### config.mk
export PLATFORM = sky130hd
export DESIGN_NAME = audio_out_reader_flat
export DESIGN_NICKNAME = d
export VERILOG_FILES = /design/src/rtl/audio_out_reader_if.sv /design/src/rtl/audio_out_reader.sv /design/src/flat_wrapper.sv
export SDC_FILE = /design/constraint.sdc
export NUM_CORES = 1
export LEC_CHECK = 0
export CAP_MARGIN = 10
export CORE_UTILIZATION = 44
export DETAILED_ROUTE_END_ITERATION = 16
export MAX_ROUTING_LAYER = met4
export PLACE_DENSITY = 0.75
export SYNTH_ARGS = -nofsm -noshare
export SYNTH_HDL_FRONTEND = slang
export SYNTH_SLANG_ARGS = --single-unit
### constraint.sdc
create_clock -name clk -period 2.4 [get_ports clk]
set_clock_uncertainty 0.1 [all_clocks]
set_input_delay 0.48 -clock clk [delete_from_list [all_inputs] [get_ports clk]]
set_output_delay 0.48 -clock clk [all_outputs]
set_load 0.02 [all_outputs]
### src/rtl/audio_out_reader_if.sv
`default_nettype none
// ============================================================================
// Module  : audio_out_reader_if
// Brief   : Read-only data RAM port used by the audio output reader.
// Revision: 1.0 - initial release
// ============================================================================
interface audio_out_reader_if;
    logic        mem_rd_en;
    logic [31:0] mem_addr;
    logic [31:0] mem_rdata;

    modport master (
        output mem_rd_en,
        output mem_addr,
        input  mem_rdata
    );

    modport slave (
        input  mem_rd_en,
        input  mem_addr,
        output mem_rdata
    );
endinterface
`default_nettype wire

### src/rtl/audio_out_reader.sv
`default_nettype none
// ============================================================================
// Module  : audio_out_reader
// Brief   : Fetches song-buffer words at the sample rate; emits 16-bit samples
//           with a valid strobe and a PWM audio output.
// Revision: 1.0 - initial release
// ============================================================================
module audio_out_reader #(
    parameter int          DIV       = 2267,
    parameter int          BUF_WORDS = 1024,
    parameter logic [31:0] BASE0     = 32'h400,
    parameter logic [31:0] BASE1     = 32'h800,
    parameter int          PWM_W     = 8
) (
    input  wire logic              clk,
    input  wire logic              rst,
    input  wire logic              start,
    input  wire logic              stop,
    input  wire logic              loop,
    input  wire logic              SongSelector,
    audio_out_reader_if.master     mem,
    output logic [15:0]            sample_out,
    output logic                   sample_valid,
    output logic                   pwm_out,
    output logic                   busy,
    output logic                   done
);

    localparam int DIV_W = (DIV > 1) ? $clog2(DIV) : 1;
    localparam int IDX_W = (BUF_WORDS > 1) ? $clog2(BUF_WORDS) : 1;
    localparam logic [DIV_W-1:0] DIV_LAST = DIV_W'(DIV - 1);
    localparam logic [IDX_W-1:0] IDX_LAST = IDX_W'(BUF_WORDS - 1);

    typedef enum logic [1:0] {
        S_IDLE  = 2'd0,
        S_FETCH = 2'd1,
        S_WAIT  = 2'd2,
        S_HOLD  = 2'd3
    } state_t;

    state_t             r_state;
    logic [31:0]        r_base;
    logic [IDX_W-1:0]   r_idx;
    logic [DIV_W-1:0]   r_div_cnt;
    logic [15:0]        r_next_smp;
    logic [PWM_W-1:0]   r_pwm_cnt;
    logic [15:0]        r_sample_out;
    logic               r_sample_valid;
    logic               r_pwm_out;
    logic               r_busy;
    logic               r_done;
    logic               r_rd_en;
    logic [31:0]        r_addr;

    logic               w_tick;
    logic [IDX_W-1:0]   w_idx_next;
    logic [PWM_W-1:0]   w_duty;
    logic               w_unused_rdata_hi;

    assign w_tick     = (r_div_cnt == DIV_LAST);
    assign w_idx_next = r_idx + 1'b1;
    // Offset-binary duty: flipping the sign bit maps silence to 50 %.
    assign w_duty     = {~r_sample_out[15], r_sample_out[14:16-PWM_W]};
    assign w_unused_rdata_hi = ^mem.mem_rdata[31:16];

    always_ff @(posedge clk) begin
        if (rst) begin
            r_state        <= S_IDLE;
            r_base         <= '0;
            r_idx          <= '0;
            r_div_cnt      <= '0;
            r_next_smp     <= '0;
            r_pwm_cnt      <= '0;
            r_sample_out   <= '0;
            r_sample_valid <= 1'b0;
            r_pwm_out      <= 1'b0;
            r_busy         <= 1'b0;
            r_done         <= 1'b0;
            r_rd_en        <= 1'b0;
            r_addr         <= '0;
        end else begin
            r_pwm_cnt      <= r_pwm_cnt + 1'b1;
            r_pwm_out      <= (r_pwm_cnt < w_duty);
            r_sample_valid <= 1'b0;
            r_done         <= 1'b0;
            r_rd_en        <= 1'b0;
            r_addr         <= '0;

            if (r_state != S_IDLE) begin
                r_div_cnt <= w_tick ? '0 : r_div_cnt + 1'b1;
            end

            case (r_state)
                S_IDLE: begin
                    if (start) begin
                        r_base    <= SongSelector ? BASE1 : BASE0;
                        r_idx     <= '0;
                        r_div_cnt <= '0;
                        r_state   <= S_FETCH;
                        r_busy    <= 1'b1;
                        r_rd_en   <= 1'b1;
                        r_addr    <= SongSelector ? BASE1 : BASE0;
                    end
                end
                S_FETCH: begin
                    r_state <= S_WAIT;
                end
                S_WAIT: begin
                    r_next_smp <= mem.mem_rdata[15:0];
                    r_state    <= S_HOLD;
                end
                S_HOLD: begin
                    if (w_tick) begin
                        r_sample_out   <= r_next_smp;
                        r_sample_valid <= 1'b1;
                        if (r_idx == IDX_LAST) begin
                            if (loop) begin
                                r_idx   <= '0;
                                r_state <= S_FETCH;
                                r_rd_en <= 1'b1;
                                r_addr  <= r_base;
                            end else begin
                                r_done    <= 1'b1;
                                r_state   <= S_IDLE;
                                r_busy    <= 1'b0;
                                r_div_cnt <= '0;
                            end
                        end else begin
                            r_idx   <= w_idx_next;
                            r_state <= S_FETCH;
                            r_rd_en <= 1'b1;
                            r_addr  <= r_base + 32'(w_idx_next);
                        end
                    end
                end
                default: r_state <= S_IDLE;
            endcase

            // Abort overrides everything decided above, including a tick.
            if (stop && (r_state != S_IDLE)) begin
                r_state        <= S_IDLE;
                r_busy         <= 1'b0;
                r_div_cnt      <= '0;
                r_sample_out   <= '0;
                r_sample_valid <= 1'b0;
                r_done         <= 1'b0;
                r_rd_en        <= 1'b0;
                r_addr         <= '0;
            end
        end
    end

    assign mem.mem_rd_en = r_rd_en;
    assign mem.mem_addr  = r_addr;
    assign sample_out    = r_sample_out;
    assign sample_valid  = r_sample_valid;
    assign pwm_out       = r_pwm_out;
    assign busy          = r_busy;
    assign done          = r_done;

endmodule
`default_nettype wire

### src/flat_wrapper.sv
// flat-port wrapper written by rule: the top's interface ports become plain ports
module audio_out_reader_flat 
#(
    parameter int          DIV       = 2267,
    parameter int          BUF_WORDS = 1024,
    parameter logic [31:0] BASE0     = 32'h400,
    parameter logic [31:0] BASE1     = 32'h800,
    parameter int          PWM_W     = 8
)
  (clk, rst, start, stop, loop, SongSelector, sample_out, sample_valid, pwm_out, busy, done, mem_mem_rd_en, mem_mem_addr, mem_mem_rdata);
  audio_out_reader_if mem_i ();
  input  wire logic clk;
  input  wire logic rst;
  input  wire logic start;
  input  wire logic stop;
  input  wire logic loop;
  input  wire logic SongSelector;
  output logic [15:0] sample_out;
  output logic sample_valid;
  output logic pwm_out;
  output logic busy;
  output logic done;
  output wire logic [$bits(mem_i.mem_rd_en)-1:0] mem_mem_rd_en;
  output wire logic [$bits(mem_i.mem_addr)-1:0] mem_mem_addr;
  input wire logic [$bits(mem_i.mem_rdata)-1:0] mem_mem_rdata;
  assign mem_mem_rd_en = mem_i.mem_rd_en;
  assign mem_mem_addr = mem_i.mem_addr;
  assign mem_i.mem_rdata = mem_mem_rdata;
  audio_out_reader #(.DIV(DIV), .BUF_WORDS(BUF_WORDS), .BASE0(BASE0), .BASE1(BASE1), .PWM_W(PWM_W)) u_core (.clk(clk), .rst(rst), .start(start), .stop(stop), .loop(loop), .SongSelector(SongSelector), .mem(mem_i), .sample_out(sample_out), .sample_valid(sample_valid), .pwm_out(pwm_out), .busy(busy), .done(done));
endmodule
==> results.md <==
- Status: completed
- Htree depth: 3
- Worst path cell trace: or3_4 > or4_1 > buf_4 > nor3_2 > buf_4 > a21oi_1 > o21ai_0
- Top-count cell post-synth: dfxtp_1
- Cell count after synthesis: 419
- Hold-fix buffers at CTS: 0
- CTS Buf Count: 9
- Crit path largest cell delay: 600 ps
- Drt pass-1 iters: 4
- Die Span X: 93.4 um
- Max Slew Vio Count: 0
- VDD IR max: 0.338 mV
- Placed inst area: 4360 um^2
- Power Density: 749 nW/um^2
- DR iter-0 viols: 153
- LEAKAGE: 1.71 nW
- CP Launch Type: register
- Critical Path Fanout Max: 10
- Sequential area share after synthesis: 45.2%
- I/O Buffers: 54
- Core ar.: 7890 um^2
- #FFs+latches synth: 83
- Crit-path most repeated cell: buf_4
- Worst EP required: 2570 ps
- RSZ-0062 raised after global routing: no
- Max cap viols: 0
- Post-DRT Antenna Nets: 0
- Initial Util: 46.6%
- Yosys top cell area share: 45.2%
- Mapped cell area: 3670 um^2
- I/O Pins: 91
- Synth cell types: 46
- Root Driver: clkbuf_8
- WP buf/inv: 2
- CP top delay family: simple AND/OR/NAND/NOR gates
- WHS: 359 ps
- Part of the cycle the worst path needs: 93.8%
- HP Class: reg2reg
- Final setup vio count: 0
- Antenna violations before repair: 0
- Post-route cell area: 4570 um^2
- Area of the multi-input gates: 1830 um^2
- CTS tree: built
- Synth top area cells: dfxtp_1 (45%), nor2_1 (5.6%), mux2i_1 (4.9%), nand2_1 (4.9%), ha_1 (4.8%)
- Area taken by flip-flops and latches: 1660 um^2
- Layout fillers: 716
- Minimum clock period: 2250 ps
- Vias in the first global route: 2,754
- Postcts setup bufs: 0
- # resized after CTS: 0
- Nets: 540
- Post-route DRC: 0
- Post-detail-place hpwl: 5330 um
- Worst Max-Slew Pin Slew: 547 ps
- Clk slew on worst S/H paths: 90 ps
- Row count: 32
- Commonest cells post-synth: dfxtp_1 (83), nor2_1 (55), nand2_1 (48)
- Synth warnings: 0
- Vias per cell: 5.01
- Area grow syn2layout: 24.5%
- CP Class: reg2reg
- Avg Inst Size Synth: 8.76 um^2
- Die Span Y: 93.4 um
- Maximum clock path buffer count: 2
- Slew HR: 62.6%
- Routability cong.: 0.863
- Die ar.: 8720 um^2
- CP Data Arrival Time: 2420 ps
- Main synth FF type: dfxtp_1
- Gr ovfl total: 0
- Asr flop ratio synth: 0%
- Crit end category: register
- Area leader, netlist: dfxtp_1
- Via count: 2,978
- Wire length per cell: 12.6 um
- Fin. Hold Viols: 0
- FMAX: 0.444 GHz
- Number of diodes: 0
- Overall Global Routing Usage: 19.3%
- Largest net degree at the start of global routing: 30
- Routed WL: 7480 um
- EDFF count, synth: 0
- Share of layout cells above drive strength 1: 9.94%
- First-pass GRT wire length: 12,900 um
- Slowest-stage cell, CP: or4_1
- CTS Sinks: 83
- Clock latency on the worst-skew pair: 360 ps
==> cells in the final DEF, fill, tap and decap left out, types with 4 or more instances in the layout <==
cell,netlist,final
nor2b_1,4,4
or3_1,5,5
nand3_1,12,12
nor2_1,55,55
nor3_1,10,10
buf_4,20,21
xor2_1,14,14
nand4_1,4,4
a21o_1,5,5
clkdlybuf4s50_1,0,54
nand2_1,48,48
xnor2_1,8,8
conb_1,1,20
clkbuf_8,0,9
a21oi_1,30,30
inv_1,13,13
and3_1,11,11
dfxtp_1,83,83
ha_1,14,14
mux2i_1,18,18
o21ai_0,9,9
==> area by class of cell <==
class                           count  share of cell area, %
Timing Repair Buffer               75                   15.3
Tap cell                          102                   2.79
Clock buffer                        9                   2.71
Sequential cell                    83                   36.3
Inverter                           13                   1.07
Multi-Input combinational cell    306                   40.0
Clock inverter                      7                   1.86
==> flip-flops by register name (all words and copies together), names as in the netlist, 2 cells and up <==
signal and count:
u_core.r_next_smp 16, u_core.sample_out 16, u_core.mem.mem_addr 12, u_core.r_div_cnt 12, u_core.r_idx 10, u_core.r_pwm_cnt 8
u_core.r_base 2, u_core.r_state 2
==> worst reg2reg max path: cells and delay by family (launching register included) <==
kind | cells | cell delay (ps)
flip-flops | 1 | 340
AO/OA/AOI/OAI | 2 | 230
buffers and inverters | 2 | 380
AND/OR/NAND/NOR | 3 | 1130
==> through the flow <==
step           utilization, %  cells  setup WS, ps  power [W]  setup TNS, ps
2_1_floorplan               -    438           146    0.00215              0
3_3_place_gp             55.3    579         -30.3    0.00238          -30.3
3_5_place_dp             55.3    579          1.94    0.00240              0
4_1_cts                  58.0    595           157    0.00345              0
5_1_grt                  58.0    595          9.24    0.00362              0
6_report                 58.0    595           149    0.00342              0
==> layer usage <==
layer / vias up / routed length, um / track usage (%)
met1: 1380 / 3470 / 23.6
met5: - / 0 / -
li1: 1529 / - / -
met3: 8 / 248 / 3.90
met2: 61 / 3650 / 31.9
met4: 0 / 109 / 6.54
==> final timing paths <==
path                                            from              endpoint  slack, ps  depth (start not counted)
worst min register to register  u_core.r_next_smp[4]  u_core.sample_out[4]        360                          2
worst max register to register  u_core.r_div_cnt[10]       u_core.r_idx[6]        150                          7
worst max-delay path            u_core.r_div_cnt[10]       u_core.r_idx[6]        150                          7
worst min-delay path            u_core.r_next_smp[4]  u_core.sample_out[4]        360                          2
==> power breakdown <==
part | internal [W] | switching [W]
registers | 0.00147 | 0.0000605
logic | 0.000355 | 0.000486
clock network | 0.000500 | 0.000550
==> kinds of logic (layout without fill, tap and decap cells) <==
kind of cell / Yosys count / after routing / share of synthesized area (%)
and+or+nand+nor: 172 / 172 / 22.4
DFF: 83 / 83 / 45.2
AOI/OAI and AO/OA: 60 / 60 / 10.3
buffers and inverters: 49 / 104 / 7.12
xor gates and xnor gates: 22 / 22 / 5.25
muxes: 18 / 18 / 4.91
adders and majority gates: 14 / 14 / 4.77
other: 1 / 20 / 0.102
(Power assumes the default switching activity.)
